<file path="src/rtl/vga_pkg.sv">
// Shared constants for the VGA controller: widths, register map, reset defaults.
// VGA_TEST_PATTERN_EN adds the control register at CTRL_ADDR.
package vga_pkg;

    localparam int CONFIG_WIDTH = 4;
    localparam int DATA_WIDTH   = 12;
    localparam int COLOR_WIDTH  = 4;

    typedef logic [CONFIG_WIDTH-1:0] cfg_t;

    localparam int TIMING_REGS  = 8;
    localparam int H_LEFT_ADDR  = 0;
    localparam int V_LEFT_ADDR  = 1;
    localparam int H_RIGHT_ADDR = 2;
    localparam int V_RIGHT_ADDR = 3;
    localparam int H_SYNC_ADDR  = 4;
    localparam int V_SYNC_ADDR  = 5;
    localparam int H_MAX_ADDR   = 6;
    localparam int V_MAX_ADDR   = 7;
    localparam int CTRL_ADDR    = 8;

    localparam cfg_t H_LEFT_MARGIN_RD  = 4'd1;
    localparam cfg_t V_LEFT_MARGIN_RD  = 4'd2;
    localparam cfg_t H_RIGHT_MARGIN_RD = 4'd7;
    localparam cfg_t V_RIGHT_MARGIN_RD = 4'd8;
    localparam cfg_t H_SYNC_PULSE_RD   = 4'd1;
    localparam cfg_t V_SYNC_PULSE_RD   = 4'd0;
    localparam cfg_t H_COUNT_MAX_RD    = 4'd10;
    localparam cfg_t V_COUNT_MAX_RD    = 4'd12;

endpackage

</file>
<file path="src/rtl/vga_config.sv">
// Pending/active timing registers and config-port handshake.
// VGA_TEST_PATTERN_EN adds the immediate-effect pattern enable bit.
module vga_config #(
    parameter int CONFIG_WIDTH = vga_pkg::CONFIG_WIDTH,
    parameter logic [CONFIG_WIDTH-1:0] H_Left_Margin_RD  = CONFIG_WIDTH'(vga_pkg::H_LEFT_MARGIN_RD),
    parameter logic [CONFIG_WIDTH-1:0] V_Left_Margin_RD  = CONFIG_WIDTH'(vga_pkg::V_LEFT_MARGIN_RD),
    parameter logic [CONFIG_WIDTH-1:0] H_Right_Margin_RD = CONFIG_WIDTH'(vga_pkg::H_RIGHT_MARGIN_RD),
    parameter logic [CONFIG_WIDTH-1:0] V_Right_Margin_RD = CONFIG_WIDTH'(vga_pkg::V_RIGHT_MARGIN_RD),
    parameter logic [CONFIG_WIDTH-1:0] H_Sync_Pulse_RD   = CONFIG_WIDTH'(vga_pkg::H_SYNC_PULSE_RD),
    parameter logic [CONFIG_WIDTH-1:0] V_Sync_Pulse_RD   = CONFIG_WIDTH'(vga_pkg::V_SYNC_PULSE_RD),
    parameter logic [CONFIG_WIDTH-1:0] H_Count_Max_RD    = CONFIG_WIDTH'(vga_pkg::H_COUNT_MAX_RD),
    parameter logic [CONFIG_WIDTH-1:0] V_Count_Max_RD    = CONFIG_WIDTH'(vga_pkg::V_COUNT_MAX_RD)
) (
    input  logic                    clk,
    input  logic                    rst_n,
    input  logic                    c_valid,
    input  logic [CONFIG_WIDTH-1:0] c_addr,
    input  logic [CONFIG_WIDTH-1:0] c_data,
    input  logic                    frame_end,
    output logic                    c_rdy,
    output logic [CONFIG_WIDTH-1:0] h_left,
    output logic [CONFIG_WIDTH-1:0] v_left,
    output logic [CONFIG_WIDTH-1:0] h_right,
    output logic [CONFIG_WIDTH-1:0] v_right,
    output logic [CONFIG_WIDTH-1:0] h_sync,
    output logic [CONFIG_WIDTH-1:0] v_sync,
    output logic [CONFIG_WIDTH-1:0] h_max,
`ifdef VGA_TEST_PATTERN_EN
    output logic                    pat_en,
`endif
    output logic [CONFIG_WIDTH-1:0] v_max
);
    import vga_pkg::*;

    logic [TIMING_REGS-1:0][CONFIG_WIDTH-1:0] rd_val;
    logic [TIMING_REGS-1:0][CONFIG_WIDTH-1:0] pend;
    logic [TIMING_REGS-1:0][CONFIG_WIDTH-1:0] act;
    logic dirty;
    logic wr;
    logic wr_map;

    assign rd_val = {V_Count_Max_RD, H_Count_Max_RD,
                     V_Sync_Pulse_RD, H_Sync_Pulse_RD,
                     V_Right_Margin_RD, H_Right_Margin_RD,
                     V_Left_Margin_RD, H_Left_Margin_RD};

    assign wr     = c_valid && c_rdy;
    assign wr_map = wr && (c_addr < CONFIG_WIDTH'(TIMING_REGS));

    // A write that collides with the frame end stays pending for one more frame.
    always_ff @(posedge clk or negedge rst_n) begin
        if (!rst_n) begin
            pend  <= rd_val;
            act   <= rd_val;
            dirty <= 1'b0;
            c_rdy <= 1'b0;
        end else begin
            if (frame_end) begin
                act <= pend;
            end
            if (wr_map) begin
                pend[c_addr[2:0]] <= c_data;
                dirty             <= 1'b1;
                c_rdy             <= 1'b0;
            end else if (dirty) begin
                if (frame_end) begin
                    dirty <= 1'b0;
                    c_rdy <= 1'b1;
                end
            end else begin
                c_rdy <= 1'b1;
            end
        end
    end

`ifdef VGA_TEST_PATTERN_EN
    always_ff @(posedge clk or negedge rst_n) begin
        if (!rst_n) begin
            pat_en <= 1'b0;
        end else if (wr && c_addr == CONFIG_WIDTH'(CTRL_ADDR)) begin
            pat_en <= c_data[0];
        end
    end
`endif

    assign h_left  = act[H_LEFT_ADDR];
    assign v_left  = act[V_LEFT_ADDR];
    assign h_right = act[H_RIGHT_ADDR];
    assign v_right = act[V_RIGHT_ADDR];
    assign h_sync  = act[H_SYNC_ADDR];
    assign v_sync  = act[V_SYNC_ADDR];
    assign h_max   = act[H_MAX_ADDR];
    assign v_max   = act[V_MAX_ADDR];

endmodule

</file>
<file path="src/rtl/vga_control.sv">
// VGA timing generator with registered sync and colour outputs.
// Define VGA_TEST_PATTERN_EN to add the h/v test-pattern source.
module vga_control #(
    parameter int CONFIG_WIDTH = vga_pkg::CONFIG_WIDTH,
    parameter int DATA_WIDTH   = vga_pkg::DATA_WIDTH,
    parameter int COLOR_WIDTH  = vga_pkg::COLOR_WIDTH
) (
    input  logic                    clk,
    input  logic                    rst_n,
    input  logic                    C_valid,
    input  logic [CONFIG_WIDTH-1:0] C_addr,
    input  logic [CONFIG_WIDTH-1:0] C_data,
    input  logic [DATA_WIDTH-1:0]   Data_in,
    output logic                    C_rdy,
    output logic                    HSync,
    output logic                    VSync,
    output logic [COLOR_WIDTH-1:0]  Red,
    output logic [COLOR_WIDTH-1:0]  Green,
    output logic [COLOR_WIDTH-1:0]  Blue
);
    import vga_pkg::*;

    logic [CONFIG_WIDTH-1:0] h_cnt, v_cnt;
    logic [CONFIG_WIDTH-1:0] h_left, v_left, h_right, v_right;
    logic [CONFIG_WIDTH-1:0] h_sync, v_sync, h_max, v_max;
    logic [COLOR_WIDTH-1:0]  pix_r, pix_g, pix_b;
    logic h_wrap, v_wrap, frame_end, visible;
`ifdef VGA_TEST_PATTERN_EN
    logic pat_en;
`endif

    vga_config #(
        .CONFIG_WIDTH      (CONFIG_WIDTH),
        .H_Left_Margin_RD  (CONFIG_WIDTH'(H_LEFT_MARGIN_RD)),
        .V_Left_Margin_RD  (CONFIG_WIDTH'(V_LEFT_MARGIN_RD)),
        .H_Right_Margin_RD (CONFIG_WIDTH'(H_RIGHT_MARGIN_RD)),
        .V_Right_Margin_RD (CONFIG_WIDTH'(V_RIGHT_MARGIN_RD)),
        .H_Sync_Pulse_RD   (CONFIG_WIDTH'(H_SYNC_PULSE_RD)),
        .V_Sync_Pulse_RD   (CONFIG_WIDTH'(V_SYNC_PULSE_RD)),
        .H_Count_Max_RD    (CONFIG_WIDTH'(H_COUNT_MAX_RD)),
        .V_Count_Max_RD    (CONFIG_WIDTH'(V_COUNT_MAX_RD))
    ) config1 (
        .clk       (clk),
        .rst_n     (rst_n),
        .c_valid   (C_valid),
        .c_addr    (C_addr),
        .c_data    (C_data),
        .frame_end (frame_end),
        .c_rdy     (C_rdy),
        .h_left    (h_left),
        .v_left    (v_left),
        .h_right   (h_right),
        .v_right   (v_right),
        .h_sync    (h_sync),
        .v_sync    (v_sync),
        .h_max     (h_max),
`ifdef VGA_TEST_PATTERN_EN
        .pat_en    (pat_en),
`endif
        .v_max     (v_max)
    );

    // >= keeps the counters bounded even if a max shrinks below them.
    assign h_wrap    = h_cnt >= h_max;
    assign v_wrap    = v_cnt >= v_max;
    assign frame_end = h_wrap && v_wrap;

    always_ff @(posedge clk or negedge rst_n) begin
        if (!rst_n) begin
            h_cnt <= '0;
            v_cnt <= '0;
        end else if (h_wrap) begin
            h_cnt <= '0;
            v_cnt <= v_wrap ? '0 : v_cnt + 1'b1;
        end else begin
            h_cnt <= h_cnt + 1'b1;
        end
    end

    assign visible = (h_cnt >= h_left) && (h_cnt < h_right) &&
                     (v_cnt >= v_left) && (v_cnt < v_right);

    always_comb begin
        pix_r = Data_in[3*COLOR_WIDTH-1 -: COLOR_WIDTH];
        pix_g = Data_in[2*COLOR_WIDTH-1 -: COLOR_WIDTH];
        pix_b = Data_in[COLOR_WIDTH-1 -: COLOR_WIDTH];
`ifdef VGA_TEST_PATTERN_EN
        if (pat_en) begin
            pix_r = COLOR_WIDTH'(h_cnt);
            pix_g = COLOR_WIDTH'(v_cnt);
            pix_b = COLOR_WIDTH'(h_cnt ^ v_cnt);
        end
`endif
    end

    always_ff @(posedge clk or negedge rst_n) begin
        if (!rst_n) begin
            HSync <= 1'b1;
            VSync <= 1'b1;
            Red   <= '0;
            Green <= '0;
            Blue  <= '0;
        end else begin
            HSync <= !(h_cnt < h_sync);
            VSync <= !(v_cnt < v_sync);
            Red   <= visible ? pix_r : '0;
            Green <= visible ? pix_g : '0;
            Blue  <= visible ? pix_b : '0;
        end
    end

endmodule

</file>
<file path="config.mk">
export PLATFORM = sky130hd
export DESIGN_NAME = vga_control
export DESIGN_NICKNAME = d
export VERILOG_FILES = /design/src/rtl/vga_pkg.sv /design/src/rtl/vga_config.sv /design/src/rtl/vga_control.sv
export SDC_FILE = /design/constraint.sdc
export NUM_CORES = 1
export LEC_CHECK = 0
export ABC_AREA = 1
export CAP_MARGIN = 20
export CORE_UTILIZATION = 50
export CTS_CLUSTER_SIZE = 25
export DETAILED_ROUTE_END_ITERATION = 10
export GPL_TIMING_DRIVEN = 0
export PLACE_DENSITY = 0.84
export SYNTH_ARGS = -nofsm -noshare
export SYNTH_HDL_FRONTEND = slang
export SYNTH_HIERARCHICAL = 1
export SYNTH_SLANG_ARGS = --single-unit
</file>
<file path="constraint.sdc">
create_clock -name clk -period 2 [get_ports clk]
set_clock_uncertainty 0.1 [all_clocks]
set_input_delay 0.3 -clock clk [delete_from_list [all_inputs] [get_ports clk]]
set_output_delay 0.3 -clock clk [all_outputs]
set_load 0.03 [all_outputs]
</file>
==> reports/metrics.yaml <==
place:
  port_buffers: 33
  hpwl_mm: 6.27
  placed_area_um2: 4780
  gp_congestion: 0.811
timing:
  slew_viol_final: 0
  max_freq_mhz: 452
  setup_viol: 34
  hold_slack_ns: 0.221
  layout_setup_ws_ns: -0.213
  relSlewSlack: 0.712
  finalHoldViolCount: 0
  rsz0062_at_grt: "true"
  min_period_ns: 2.21
  period_share: 1.11
  worst_pin_slew_ns: 0.431
  finalSetupTns_ns: -5.64
die:
  chipWidth_um: 94.2
  initial_utilization: 0.517
  core_um2: 8220
  die_h_um: 94.2
  boundaryPins: 38
  die_area_um2: 8880
  rows: 33
power:
  power_switching_uw: 3630
  p_comb_frac: 0.509
  swShare: 0.423
  ir_drop_uv: 836
  power.total_uw: 8580
  power_frac_seq: 0.349
  p_leak_uw: 0.00266
  internal-power_uw: 4950
  p_clk_frac: 0.142
  p_per_area_nw_per_um2: 1680
finish:
  design_area_um2: 5120
  antenna_cells: 0
  fillCellCount: 629
  drive_gt1_frac: 0.211
  register_area_um2: 2230
  fin_nets: 593
  multiInputGateArea_um2: 1800
  area_growth_pct: 20.4
  utilization: 0.623
clocking:
  htreeDepth: 3
  clkTransAtPathRegs_ns: 0.09
  clockBufferDepth: 2
  cts_made_buffers: 9
  cts_tree: "done"
  clock_sinks: 88
  clockRootBuffer: "clkbuf_8"
  clk-insertion-delay-late_ns: 0.36
worst_setup_path:
  path_cells: "inv_2 > ha_4 > inv_2 > o21bai_1 > nand3_1 > nand3_4 > inv_4 > or2_1 > inv_2 > buf_8 > inv_8 > buf_8 > nand2_1 > nand2_1"
  r2r_start: "config1/h_max[1]$_DFFE_PN1P_"
  critPathSlowestCell: "dfstp_2"
  worst-r2r-setup-slack_ns: -0.21
  cp_num_buf_inv: 7
  startpoint: "config1/h_max[1]$_DFFE_PN1P_"
  crit_required_ns: 2.15
  worstPathArrival_ns: 2.37
  cpPeakStageDelay_ns: 0.54
  crit_fanout: 10
  cpLargestDelayFamily: "simple AND/OR/NAND/NOR gates"
  crit_path_end_kind: "flip-flop"
  path_common_cell: "inv_2"
  start_kind: "flip-flop"
  critPathKind: "flip-flop to flip-flop"
outcome:
  failed_checks: "setup timing"
  status: "finished, violations left"
routing:
  drt-vias-per-instance: 4.97
  dr.max_layer_used: "met4"
  wl_met3_um: 293
  drt_iter0_markers: 228
  met1Wirelength_mm: 3.81
  antenna_left: 0
  drt_wl_total_mm: 8.90
  vias: 3228
  wl_per_cell_um: 13.7
  route.met2.wl_mm: 4.62
  drcViolationCount: 0
  drt_pass1_iterations: 5
grt:
  grt_max_degree: 69
  antenna_found_initial: 0
  grt_use_total: 0.223
  overflow: 0
  grt_pass1_wl_mm: 15.0
  grt_pass1_vias: 3249
logic_synthesis:
  ys_types: 31
  yosys_warnings: 6
  syn_area_um2: 4250
  seq_area_frac_synth: 0.525
  netlist_instances: 489
  syn_area_per_cell_um2: 8.69
  synth_fp_nets: 542
  ys_seq_elements: 88
flow_run:
  cap_violations: 0
hold_path:
  worstHoldStart: "C_data[0]"
  hold_class: "input port to flip-flop"
-- layout by cell type, fill, tap and decap left out, types with 2 or more instances in the layout --
| cell | instances |
|---|---|
| buf_6 | 5 |
| buf_8 | 2 |
| inv_1 | 44 |
| nand2_2 | 22 |
| dfrtp_1 | 64 |
| nor2_2 | 14 |
| xor2_1 | 3 |
| clkbuf_1 | 5 |
| a21boi_0 | 2 |
| nand3_1 | 38 |
| clkinv_4 | 2 |
| buf_2 | 3 |
| a21oi_1 | 8 |
| ha_1 | 29 |
| o21ai_1 | 2 |
| clkdlybuf4s50_1 | 32 |
| buf_4 | 7 |
| nand2_1 | 180 |
| inv_4 | 2 |
| clkinv_1 | 2 |
| o211ai_1 | 2 |
| nor2_4 | 5 |
| a21o_1 | 2 |
| clkbuf_8 | 10 |
| nor2_1 | 10 |
| inv_2 | 7 |
| dfstp_2 | 24 |
-- Yosys cell counts --
library cell  number  area [um^2]
a21boi_0           2         15.0
a21o_1             2         15.0
a21oi_1            9         45.0
buf_2              7         35.0
buf_4              1         7.51
buf_6              1         11.3
clkbuf_1           7         26.3
clkinv_1           2         7.51
dfrtp_1           64         1600
dfstp_2           24          631
ha_1              30          375
inv_1             47          176
inv_2              6         22.5
inv_4              1         6.26
nand2_1          197          739
nand2_2            5         31.3
nand3_1           38          190
nand3_2            2         20.0
nand3b_1           1         7.51
nand4_1            1         6.26
nor2_1            10         37.5
nor2_2            14         87.6
nor2_4             5         56.3
o211ai_1           2         15.0
o21ai_0            1         5.00
o21ai_1            3         15.0
o21ai_4            1         16.3
o21bai_1           1         7.51
or2_1              1         6.26
xnor2_1            1         8.76
xor2_1             3         26.3
-- metrics by stage --
stage	instances	setup slack, ns
after floorplan	489	-0.0768
after global placement	627	-2.44
after detailed placement	628	-0.300
after CTS	650	-0.186
after global routing	650	-0.316
final	650	-0.213
-- layout make-up --
type | count | area share
multi-input combinational | 329 | 0.351
buffer | 16 | 0.0261
inverter | 56 | 0.0435
tap | 105 | 0.0257
clock inverter | 6 | 0.0134
clock buffer | 10 | 0.0249
sequential | 88 | 0.436
timing repair buffer | 40 | 0.0794
-- power by group through the flow --
stage / combinational [uW] / sequential (uW) / clock (uW)
after global placement: 3530 / 2950 / 0
after global routing: 4850 / 3060 / 1330
after floorplan: 2530 / 3110 / 0
after detailed placement: 3740 / 2990 / 0
after CTS: 4280 / 2980 / 1260
final: 4370 / 2990 / 1220
-- cells by family after synthesis --
group / count (synthesis) / share of synthesized area
simple gates: 274 / 0.278
compound gates: 21 / 0.0315
flops: 88 / 0.525
fa+ha+maj: 30 / 0.0883
xor+xnor: 4 / 0.00824
buf+inv: 72 / 0.0689
-- routing by layer --
layer / global-route usage / vias up
li1: - / 1623
met1: 0.280 / 1520
met2: 0.380 / 69
met3: 0.0340 / 16
met4: 0.0949 / 0
met5: 0 / -
-- flip-flops by register name, indices dropped and copies added (netlist names) --
signal and cells:
config1/pend 32, config1/h_max 4, Red 4, VSync 1
v_cnt 4, config1/v_max 4, config1/v_left 4, HSync 1
config1/h_right 4, config1/h_left 4, config1/dirty 1, h_cnt 4
config1/c_rdy 1, config1/h_sync 4, Green 4, Blue 4
config1/v_right 4, config1/v_sync 4
-- final timing paths --
| kind | endpoint | cells after the start |
|---|---|---|
| max | config1/v_sync[1]$_DFFE_PN0P_ | 14 |
| min reg2reg | config1/h_right[1]$_DFFE_PN1P_ | 2 |
| max in group asynchronous | VSync$_DFF_PN1_ | 3 |
| max reg2reg | config1/v_sync[1]$_DFFE_PN0P_ | 14 |
| min in group asynchronous | config1/pend[26]$_DFFE_PN0P_ | 2 |
| min | config1/pend[16]$_DFFE_PN1P_ | 3 |
-- worst min-delay path: stages --
cell	delay, ns
clkbuf_1	0.19
nand3_1	0.14
nand2_1	0.05
-- what timing repair did --
| item | CTS | global route |
|---|---|---|
| setup endpoints to repair | 34 | 34 |
| gates cloned | 2 | 0 |
| hold buffers | 1 | 0 |
| endpoints found under the hold margin | 20 | 0 |
| pin swaps | 1 | 1 |
| resized for setup | 27 | 8 |
| buffers inserted | 3 | 0 |
Note: power is estimated with default switching activity, not from simulation.
